## config.mk

```make
export PLATFORM = sky130hd
export DESIGN_NAME = pwm_symbol_encoder
export DESIGN_NICKNAME = d
export VERILOG_FILES = /design/src/rtl/pwm_symbol_encoder.sv
export SDC_FILE = /design/constraint.sdc
export NUM_CORES = 1
export LEC_CHECK = 0
export BUFFER_PORTS_ARGS = -buffer_cell sky130_fd_sc_hd__buf_2
export CAP_MARGIN = 0
export CORE_MARGIN = 2
export CORE_UTILIZATION = 42
export CTS_BUF_LIST = sky130_fd_sc_hd__clkbuf_4 sky130_fd_sc_hd__clkbuf_8
export DETAILED_ROUTE_END_ITERATION = 10
export REMOVE_ABC_BUFFERS = 1
export SYNTH_ARGS = -nofsm -noshare
export SYNTH_HDL_FRONTEND = slang
export SYNTH_SLANG_ARGS = --single-unit
```

## constraint.sdc

```tcl
create_clock -name clock -period 2.58 [get_ports clock]
set_input_delay 0.387 -clock clock [delete_from_list [all_inputs] [get_ports clock]]
set_output_delay 0.387 -clock clock [all_outputs]
set_load 0.03 [all_outputs]
```

## src/rtl/pwm_symbol_encoder.sv

```systemverilog
// PWM symbol modulator: one 8-bit symbol becomes a fixed-length frame of +AMPL / -AMPL / 0 samples.
// Optional 4-entry input FIFO is built when PWM_ENC_SYMBOL_FIFO_EN is defined.
//
// state   | meaning
// --------+-----------------------------------------------
// S_IDLE  | no frame; output 0, waiting for a symbol
// S_PULSE | (s+1)*STEP samples of +AMPL
// S_SPACE | (255-s)*STEP samples of -AMPL (skipped for s=255)
// S_GUARD | GUARD samples of 0; last cycle may start next frame
module pwm_symbol_encoder #(
  parameter int                  STEP  = 1,
  parameter int                  GUARD = 16,
  parameter logic signed [15:0]  AMPL  = 16'sd95
) (
  input  logic               clock,
  input  logic               reset_n,
  input  logic               enable,
  input  logic [7:0]         symbol_in,
  input  logic               symbol_valid,
  output logic               symbol_ready,
  output logic signed [15:0] sample_out,
  output logic               sample_valid,
  output logic               busy
);

  localparam int CW = $clog2(256 * STEP);

  typedef enum logic [1:0] {S_IDLE, S_PULSE, S_SPACE, S_GUARD} state_t;

  state_t        state;
  logic [CW-1:0] cnt;
  logic [7:0]    sym;
  logic          at_boundary;
  logic          src_valid;
  logic [7:0]    src_data;
  logic          pop;

  function automatic logic [CW-1:0] span(input int n);
    return CW'(n * STEP - 1);
  endfunction

  assign at_boundary = (state == S_IDLE) || (state == S_GUARD && cnt == '0);
  assign pop         = enable && at_boundary && src_valid;
  assign busy        = (state != S_IDLE);

`ifdef PWM_ENC_SYMBOL_FIFO_EN
  logic [7:0] fifo_mem [4];
  logic [1:0] wr_ptr;
  logic [1:0] rd_ptr;
  logic [2:0] fifo_cnt;
  logic       push;

  // Writes do not depend on enable or FSM state; only fullness throttles the source.
  assign symbol_ready = reset_n && (fifo_cnt != 3'd4);
  assign push         = symbol_valid && symbol_ready;
  assign src_valid    = (fifo_cnt != 3'd0);
  assign src_data     = fifo_mem[rd_ptr];

  always_ff @(posedge clock) begin
    if (push) fifo_mem[wr_ptr] <= symbol_in;
  end

  always_ff @(posedge clock) begin
    if (!reset_n) begin
      wr_ptr   <= '0;
      rd_ptr   <= '0;
      fifo_cnt <= '0;
    end else begin
      if (push) wr_ptr <= wr_ptr + 2'd1;
      if (pop)  rd_ptr <= rd_ptr + 2'd1;
      fifo_cnt <= fifo_cnt + {2'b00, push} - {2'b00, pop};
    end
  end
`else
  assign symbol_ready = reset_n && enable && at_boundary;
  assign src_valid    = symbol_valid;
  assign src_data     = symbol_in;
`endif

  always_ff @(posedge clock) begin
    if (!reset_n) begin
      state        <= S_IDLE;
      cnt          <= '0;
      sym          <= '0;
      sample_out   <= '0;
      sample_valid <= 1'b0;
    end else if (!enable) begin
      sample_valid <= 1'b0;
    end else begin
      case (state)
        S_IDLE: begin
          sample_valid <= pop;
          if (pop) begin
            state      <= S_PULSE;
            sym        <= src_data;
            cnt        <= span(int'(src_data) + 1);
            sample_out <= AMPL;
          end
        end
        S_PULSE: begin
          sample_valid <= 1'b1;
          if (cnt != '0) begin
            cnt <= cnt - CW'(1);
          end else if (sym == 8'hFF) begin
            state      <= S_GUARD;
            cnt        <= CW'(GUARD - 1);
            sample_out <= '0;
          end else begin
            state      <= S_SPACE;
            cnt        <= span(255 - int'(sym));
            sample_out <= -AMPL;
          end
        end
        S_SPACE: begin
          sample_valid <= 1'b1;
          if (cnt != '0) begin
            cnt <= cnt - CW'(1);
          end else begin
            state      <= S_GUARD;
            cnt        <= CW'(GUARD - 1);
            sample_out <= '0;
          end
        end
        S_GUARD: begin
          if (cnt != '0) begin
            cnt          <= cnt - CW'(1);
            sample_valid <= 1'b1;
          end else if (pop) begin
            // back-to-back: next frame's first pulse directly follows the last guard sample
            state        <= S_PULSE;
            sym          <= src_data;
            cnt          <= span(int'(src_data) + 1);
            sample_out   <= AMPL;
            sample_valid <= 1'b1;
          end else begin
            state        <= S_IDLE;
            sample_valid <= 1'b0;
          end
        end
        default: begin
          state        <= S_IDLE;
          sample_out   <= '0;
          sample_valid <= 1'b0;
        end
      endcase
    end
  end

endmodule

```

==> impl_metrics.json, run 1 <==
{
  "outcome": "complete, no violations",
  "synth-edff-count": 0,
  "power_switching_uw": 484,
  "worst-endpoint-arrival_ns": 1.96,
  "worstReg2RegStart": "cnt[0]",
  "clkLatencyLatePin_ns": 0.27,
  "fin_cells": 304,
  "dpl.hpwl_mm": 3.53,
  "swShare_pct": 41.5,
  "port_buffers": 30,
  "period_share_pct": 91.1,
  "reg2reg_depth": 7,
  "synth-adder-area-share_pct": 5.29,
  "finalSetupViolCount": 0,
  "root_buffer": "clkbuf_8",
  "synth-seq-cells": 22,
  "core_area_um2": 4350,
  "p_total_uw": 1170,
  "grt_pass1_vias": 1550,
  "cts_resized": 0,
  "gp_congestion": 0.875,
  "clkPwrFrac_pct": 22.3,
  "dpl_cell_area_um2": 1900,
  "crit_type": "reg -> out",
  "synth_cell_types": 55,
  "gr-total-overflow": 0,
  "placed_cells": 300,
  "whs_endpoint": "sym[5]",
  "critPathMaxFanout": 18,
  "required_ns": 2.19,
  "antenna_found_initial": 0,
  "cts_max_level": 1,
  "hold_ws_ns": 0.379,
  "p_leak_uw": 0.000844,
  "final_common_cell": "buf_2",
  "drt_wl_total_mm": 4.83,
  "cap_viol_max_count": 0,
  "multi_input_area_um2": 1190,
  "grt_start_max_net_pins": 34,
  "nNetsFinal": 273,
  "min_period_ns": 2.35,
  "start_util_pct": 43.4,
  "clk_pin_slew_ns": 0.09,
  "clockBufferDepth": 2,
  "r2r_slack_ns": 0.42,
  "regArea_um2": 440,
  "first_iter_violations": 123,
  "ctsHoldBuffers": 0,
  "yosys_warnings": 0,
  "startpoint_type": "flop",
  "grt_pass1_wl_mm": 7.90,
  "final_cell_mix": "buf_2 (30), nand2_1 (27), dfxtp_1 (22)",
  "synth-async-reset-ratio_pct": 0,
  "synth_flop_cell": "dfxtp_1",
  "p_seq_share_pct": 35.7,
  "r2r_end": "cnt[1]",
  "rsz0062_at_grt": "no",
  "syn_area_um2": 1890,
  "area_delta_synth_final_pct": 3.18,
  "hold_start": "symbol_in[5]",
  "p_comb_share_pct": 42.0,
  "finalSetupTns_ns": 0,
  "die_w_um": 71.1,
  "fill_cells": 465,
  "worst_pin_slew_ns": 0.636,
  "ys_seq_area_share_pct": 23.3,
  "synthXorXnorAreaFrac_pct": 2.78,
  "cts_made_buffers": 3,
  "ir_worst_vdd_v": 0.000383,
  "intPower_uw": 682,
  "clkSinkCount": 22,
  "diodes": 0,
  "drc": 0,
  "holdPathStages": 3,
  "synthSimpleGateAreaFrac_pct": 26.5,
  "cts_tree": "yes",
  "drive_above_1_share_pct": 17.5,
  "first_pass_iters": 4,
  "synth_compound_area_share_pct": 22.0,
  "netlist_instances": 244,
  "ios": 31,
  "power_density_nw_per_um2": 598,
  "avgSynthCellArea_um2": 7.75,
  "critPathCaptureType": "output port",
  "hold_viol_final": 0,
  "fmaxAchievable_ghz": 0.425,
  "slew_viol_final": 0,
  "worst_clock_skew_ns": 0.0108,
  "post_cts_buffers": 0,
  "wl_per_cell_um": 15.9,
  "synth_mux_area_share_pct": 6.49,
  "dr_total_vias": 1757,
  "stdcell_area_um2": 1950,
  "viasPerCell": 5.78,
  "crit_start": "state[0]",
  "synth_top_family_by_area": "simple AND/OR/NAND/NOR gates",
  "dieHeight_um": 71.1,
  "relSlewSlack_pct": 57.6,
  "hold_class": "in -> reg",
  "die_area_um2": 5050,
  "rows": 24,
  "antenna_left": 0,
  "grtUsageTotal_pct": 19.6
}
## Yosys cell counts (4+ instances only)
cell	number	share of area (%)
nor2_1	13	2.6
buf_4	16	6.4
o21ai_1	16	4.2
xnor2_1	4	1.9
nand2_1	27	5.4
a21oi_1	12	3.2
nand2b_1	4	1.3
nand4_1	4	1.3
ha_1	8	5.3
nand3_1	21	5.6
o21ai_0	10	2.6
inv_1	9	1.8
buf_6	5	3.0
nor2b_1	5	1.7
dfxtp_1	22	23
mux2i_1	10	5.3
## metal layers
metal / up-vias / global-route usage, % / part of all wire (%)
met1: 819 / 29.1 / 48
li1: 879 / - / -
met4: 0 / 4.40 / 1.4
met3: 7 / 3.28 / 4.7
met2: 52 / 29.6 / 46
met5: - / 0 / 0
## sequential cells by signal (all words and copies together) (netlist names)
signal,flops
cnt,8
sample_out,3
state,2
sample_valid,1
sym,8
## cell families after synthesis
| kind of cell | Yosys count |
|---|---|
| simple gates | 95 |
| compound gates | 64 |
| buf+inv | 37 |
| flops | 22 |
| mux | 12 |
| fa+ha+maj | 8 |
| xor+xnor | 6 |
## per-stage QoR
stage | utilization (%) | setup WS, ns
global route | 44.8 | 0.117
detailed placement | 43.5 | 0.490
floorplan | - | -0.0709
CTS | 44.8 | 0.269
finish | 44.8 | 0.230
global placement | 43.5 | 0.517
## final cells by class
| type | count | share of cell area [%] |
|---|---|---|
| well taps | 52 | 3.34 |
| flip-flops and latches | 22 | 22.6 |
| repair buffers | 32 | 8.47 |
| multi-input cells | 185 | 61.1 |
| inverters | 9 | 1.73 |
| clock buffers | 4 | 2.82 |
## critical path, stage by stage (launching register included)
cell and delay [ns]:
dfxtp_1 0.39, ha_1 0.58, nand3_1 0.30, a21oi_1 0.21, buf_2 0.21
## worst max path at each step
stage / endpoint / depth (start not counted)
floorplan: sample_out[14] / 2
global placement: sample_out[14] / 6
CTS: symbol_ready / 4
detailed placement: cnt[1] / 7
finish: symbol_ready / 4
global route: symbol_ready / 4
## power groups by stage
stage | clock network, uW | logic [uW] | registers, uW
after floorplan | 0 | 307 | 457
after global placement | 0 | 485 | 423
after detailed placement | 0 | 484 | 424
after CTS | 267 | 486 | 416
after global routing | 279 | 541 | 423
final | 260 | 490 | 417
(Power assumes the default switching activity.)
==> inputs of run 2 (changes only) <==
--- a/config.mk
+++ b/config.mk
@@ -7,9 +7,9 @@
 export LEC_CHECK = 0
 export BUFFER_PORTS_ARGS = -buffer_cell sky130_fd_sc_hd__buf_2
 export CAP_MARGIN = 0
-export CORE_MARGIN = 2
+export CORE_MARGIN = 3
 export CORE_UTILIZATION = 42
-export CTS_BUF_LIST = sky130_fd_sc_hd__clkbuf_4 sky130_fd_sc_hd__clkbuf_8
+export CTS_BUF_LIST = sky130_fd_sc_hd__clkbuf_16
 export DETAILED_ROUTE_END_ITERATION = 10
 export REMOVE_ABC_BUFFERS = 1
 export SYNTH_ARGS = -nofsm -noshare
==> run 2 against run 1 <==
Against the previous run: cell area grew 1.7%; highest routed layer unchanged; critical endpoint unchanged; final cell count shrank 0.33%; sequential cell count is the same.
==> impl_metrics.json, run 2 (synthesis results as in run 1) <==
{
  "cts_max_level": 1,
  "antenna_found_initial": 0,
  "fin_cells": 303,
  "clk_pin_slew_ns": 0.06,
  "finalSetupViolCount": 0,
  "ios": 31,
  "port_buffers": 30,
  "relSlewSlack_pct": 68.6,
  "cts_resized": 0,
  "cap_viol_max_count": 0,
  "diodes": 0,
  "ir_worst_vdd_v": 0.000342,
  "placed_cells": 300,
  "wl_per_cell_um": 16.1,
  "fmaxAchievable_ghz": 0.456,
  "final_cell_mix": "buf_2 (30), nand2_1 (27), dfxtp_1 (22)",
  "grt_pass1_vias": 1598,
  "dieHeight_um": 73.1,
  "startpoint_type": "flop",
  "worst_path_max_delay_cell": "ha_1",
  "path_common_cell": "inv_1",
  "first_iter_violations": 145,
  "critPathCaptureType": "output port",
  "critPathBufInv": 3,
  "post_cts_buffers": 0,
  "drt_wl_total_mm": 4.87,
  "first_pass_iters": 4,
  "rows": 23,
  "p_total_uw": 1240,
  "start_util_pct": 45.3,
  "grtUsageTotal_pct": 19.0,
  "clkSinkCount": 22,
  "gp_congestion": 0.914,
  "utilization_pct": 47.5,
  "p_leak_uw": 0.000862,
  "clockBufferDepth": 2,
  "cp_slowest_stage_delay_ns": 0.44,
  "outcome": "complete, no violations",
  "final_common_cell": "buf_2",
  "viasPerCell": 5.81,
  "gr-total-overflow": 0,
  "die_area_um2": 5340,
  "stdcell_area_um2": 1980,
  "ctsHoldBuffers": 0,
  "dpl_cell_area_um2": 1910,
  "worst-endpoint-arrival_ns": 1.81,
  "die_w_um": 73.1,
  "clkLatencyLatePin_ns": 0.26,
  "antenna_left": 0,
  "core_area_um2": 4170,
  "slew_viol_final": 0,
  "power_density_nw_per_um2": 626,
  "dr_total_vias": 1760,
  "required_ns": 2.19,
  "hold_ws_ns": 0.379,
  "rsz0062_at_grt": "no",
  "cts_made_buffers": 3,
  "critPathTopFamily": "buffers and inverters",
  "hold_viol_final": 0,
  "path_cells": "inv_1, ha_1, inv_1, a21oi_1, buf_2",
  "nNetsFinal": 275,
  "cts_tree": "yes",
  "fill_cells": 417,
  "worst_clock_skew_ns": 0.00289,
  "grt_pass1_wl_mm": 7.90,
  "area_delta_synth_final_pct": 4.90,
  "drc": 0,
  "period_share_pct": 85.0,
  "hold_class": "in -> reg",
  "worst_pin_slew_ns": 0.470,
  "grt_start_max_net_pins": 31,
  "largestRegisters": "cnt: 8 flops, sym: 8 flops, sample_out: 3 flops",
  "root_buffer": "clkbuf_16",
  "crit_type": "reg -> out",
  "drive_above_1_share_pct": 17.8,
  "min_period_ns": 2.19,
  "dpl.hpwl_mm": 3.60,
  "critPathMaxFanout": 13
}
## run 2: cell types whose count changed in the layout (fill, tap and decap cells not counted), sizes merged
| cell | before | now |
|---|---|---|
| clkbuf | 4 | 3 |
| buf | 32 | 34 |
## run 2: path summary, 6_finish.rpt
path                     start      endpoint  cells past startpoint  slack, ns
setup / recovery      state[1]  symbol_ready                      5       0.39
hold / removal    symbol_in[5]        sym[5]                      3       0.38
setup reg to reg        cnt[0]        cnt[3]                      7       0.51
hold reg to reg         sym[5]        sym[5]                      2       0.50
## run 2: area by class of cell
type / instances / area [um2] / share of cell area (%)
multi-input cells: 185 / 1190 / 60.1
clock buffers: 3 / 75.1 / 3.79
inverters: 9 / 33.8 / 1.70
well taps: 50 / 62.6 / 3.15
repair buffers: 34 / 180 / 9.09
flip-flops and latches: 22 / 440 / 22.2
## run 2: worst reg2reg max path: cells and delay by family (launching register included)
kind	cells	cell delay [ns]
buf+inv	1	0.10
compound gates	2	0.39
flops	1	0.36
fa+ha+maj	1	0.15
simple gates	3	0.97
## run 2: routing by layer
| metal | wire [um] | GRT usage [%] | part of all wire [%] |
|---|---|---|---|
| met2 | 2230 | 28.8 | 46 |
| met5 | 0 | 0 | 0 |
| met1 | 2270 | 27.7 | 47 |
| met4 | 27 | 5.53 | 0.55 |
| met3 | 348 | 2.48 | 7.1 |
## run 2: per-stage QoR
step	setup TNS, ns	worst slack, ns
2_1_floorplan	-0.267	-0.0709
3_3_place_gp	0	0.613
3_5_place_dp	0	0.544
4_1_cts	0	0.423
5_1_grt	0	0.260
6_report	0	0.387
## run 2: power breakdown
group	leakage, uW	switching [uW]	total, uW	internal (uW)
clock	0.0000370	126	331	205
sequential	0.000180	46.3	418	372
combinational	0.000645	317	493	176
==> inputs of run 3 (changes only) <==
--- a/config.mk
+++ b/config.mk
@@ -5,6 +5,7 @@
 export SDC_FILE = /design/constraint.sdc
 export NUM_CORES = 1
 export LEC_CHECK = 0
+export ABC_AREA = 1
 export BUFFER_PORTS_ARGS = -buffer_cell sky130_fd_sc_hd__buf_2
 export CAP_MARGIN = 0
 export CORE_MARGIN = 3
==> constraint.sdc (replaced) <==
create_clock -name clock -period 2.1 [get_ports clock]
set_input_delay 0.315 -clock clock [delete_from_list [all_inputs] [get_ports clock]]
set_output_delay 0.315 -clock clock [all_outputs]
set_load 0.03 [all_outputs]
==> run 3 against run 2 <==
Against the previous run: non-clock buffer count rose by 2; area after synthesis rose by 1.8%; sequential power rose by 24%; combinational power rose by 62%; final cell count rose by 20%; register-to-register slack got worse by 0.27 ns; clock power rose by 67%; count of clock-buffer cells in the layout did not move; clock skew rose by 0.0013 ns; power rose by 51%; critical endpoint unchanged.
==> impl_metrics.json, run 3 <==
{
  "area_delta_synth_final_pct": 10.9,
  "final_common_cell": "nand2_1",
  "start_util_pct": 45.8,
  "root_buffer": "clkbuf_16",
  "power_density_nw_per_um2": 877,
  "grt_pass1_wl_mm": 8.02,
  "worst_clock_skew_ns": 0.00419,
  "cts_made_buffers": 3,
  "clkPwrFrac_pct": 29.5,
  "gp_congestion": 0.840,
  "synthXorXnorAreaFrac_pct": 1.82,
  "period_share_pct": 93.5,
  "p_seq_share_pct": 27.7,
  "fin_cells": 363,
  "synth-async-reset-ratio_pct": 0,
  "power_switching_uw": 757,
  "drive_above_1_share_pct": 27.8,
  "synth_flop_cell": "dfxtp_1",
  "cts_tree": "yes",
  "synth-adder-area-share_pct": 5.20,
  "finalSetupViolCount": 0,
  "p_leak_uw": 0.00110,
  "clk_pin_slew_ns": 0.07,
  "drc": 0,
  "p_comb_share_pct": 42.7,
  "crit_type": "reg -> out",
  "first_iter_violations": 133,
  "regArea_um2": 440,
  "critPathMaxFanout": 4,
  "hold_class": "in -> reg",
  "nNetsFinal": 334,
  "clkLatencyLatePin_ns": 0.26,
  "synth_mux_area_share_pct": 0,
  "drt_wl_total_mm": 4.61,
  "cap_viol_max_count": 0,
  "relSlewSlack_pct": 73.8,
  "startpoint_type": "flop",
  "fill_cells": 442,
  "synth_compound_area_share_pct": 20.5,
  "antenna_found_initial": 0,
  "critPathCaptureType": "output port",
  "grtUsageTotal_pct": 18.9,
  "antenna_left": 0,
  "outcome": "complete, no violations",
  "gr-total-overflow": 0,
  "core_area_um2": 4200,
  "synth.most_common_cell": "nand2_1",
  "swShare_pct": 40.4,
  "hold_ws_ns": 0.315,
  "synth_top_family_by_area": "simple AND/OR/NAND/NOR gates",
  "die_w_um": 73.7,
  "first_pass_iters": 4,
  "dieHeight_um": 73.7,
  "final_cell_mix": "nand2_1 (57), inv_1 (38), nand3_1 (33)",
  "clockBufferDepth": 2,
  "yosysTopAreaCell": "dfxtp_1",
  "yosys_warnings": 0,
  "viasPerCell": 4.90,
  "grt_pass1_vias": 1760,
  "syn_area_um2": 1920,
  "finalSetupTns_ns": 0,
  "avgSynthCellArea_um2": 6.48,
  "synth-edff-count": 0,
  "required_ns": 1.78,
  "r2r_slack_ns": 0.24,
  "fmaxAchievable_ghz": 0.509,
  "synth.area.top_cells": "dfxtp_1 (23%), nand2_1 (11%), nand3_1 (8.6%)",
  "largestRegisters": "cnt: 8 flops, sym: 8 flops, sample_out: 3 flops",
  "worst_pin_slew_ns": 0.391,
  "port_buffers": 30,
  "ios": 31,
  "die_area_um2": 5430,
  "synth_top_area_share_pct": 22.9,
  "ctsHoldBuffers": 0,
  "utilization_pct": 50.8,
  "cts_max_level": 1,
  "intPower_uw": 1120,
  "clkSinkCount": 22,
  "dr_total_vias": 1777,
  "diodes": 0,
  "synth_common_cells": "nand2_1 (57), inv_1 (38), nand3_1 (33)",
  "slew_viol_final": 0,
  "rsz0062_at_grt": "no",
  "multi_input_area_um2": 1140,
  "synth-seq-cells": 22,
  "ys_seq_area_share_pct": 22.9,
  "ir_worst_vdd_v": 0.000375,
  "netlist_instances": 297,
  "placed_cells": 358,
  "grt_start_max_net_pins": 22,
  "dpl.hpwl_mm": 3.47,
  "wl_per_cell_um": 12.7,
  "synth_cell_types": 33,
  "worst-endpoint-arrival_ns": 1.65,
  "hold_viol_final": 0,
  "synthSimpleGateAreaFrac_pct": 31.7,
  "min_period_ns": 1.96,
  "rows": 23
}
==> run 3: changes by cell type after synthesis, moves of 12 or more <==
cell	before	now
nand2_1	27	57
o21ai_1	16	3
nand3_1	21	33
nand2_2	0	15
inv_1	9	38
==> run 3: through the flow <==
step / power [uW] / worst slack (ns) / cell area (um2)
floorplan: 1110 / -0.497 / 1760
global placement: 1310 / 0.297 / 2010
detailed placement: 1310 / 0.229 / 2010
CTS: 1880 / 0.129 / 2110
global route: 2020 / 0.0144 / 2130
finish: 1870 / 0.136 / 2130
==> run 3: routing by layer <==
metal  GRT usage (%)  up-vias  wire, um
met1            25.2      773      2270
met2            31.4       38      2060
met3            3.83        4       246
li1                -      962         -
met4            3.62        0        43
met5               0        -         0
==> run 3: power groups by stage <==
stage | registers [uW] | logic [uW] | clock network, uW
6_report | 519 | 800 | 553
5_1_grt | 530 | 905 | 587
4_1_cts | 519 | 791 | 569
3_5_place_dp | 528 | 782 | 0
3_3_place_gp | 527 | 782 | 0
2_1_floorplan | 579 | 528 | 0
==> run 3: cell type report <==
class / count / share of cell area [%]
repair buffers: 36 / 9.73
clock buffers: 3 / 3.52
inverters: 48 / 8.44
clock inverters: 1 / 1.41
flip-flops and latches: 22 / 20.6
well taps: 50 / 2.93
multi-input cells: 203 / 53.3
==> run 3: cells by family (layout without fill, tap and decap cells) <==
family | count (synthesis) | after routing
AO/OA/AOI/OAI | 62 | 62
XOR/XNOR | 4 | 4
adder cells (fa/ha/maj) | 8 | 8
buffers and inverters | 72 | 88
flip-flops | 22 | 22
AND/OR/NAND/NOR | 129 | 129
==> run 3: path summary, 6_finish.rpt <==
kind,from,to,cells past startpoint
worst min-delay path,symbol_in[5],sym[5],3
worst min register to register,sample_out[0],sample_out[0],2
worst max register to register,cnt[0],cnt[3],11
worst max-delay path,cnt[0],symbol_ready,8
==> run 3: timing repair <==
action,CTS,global route
gates resized for setup,0,0
endpoints found under the hold margin,0,0
endpoints found under the setup margin,0,1
setup buffers,0,1
==> run 3: worst max-delay path, stage by stage (launching register included) <==
cell and delay [ns]:
dfxtp_1 0.34, inv_1 0.12, ha_1 0.16, inv_1 0.05, nor2_2 0.15, nand3_2 0.09
nand2_2 0.11, and3_1 0.17, buf_2 0.20
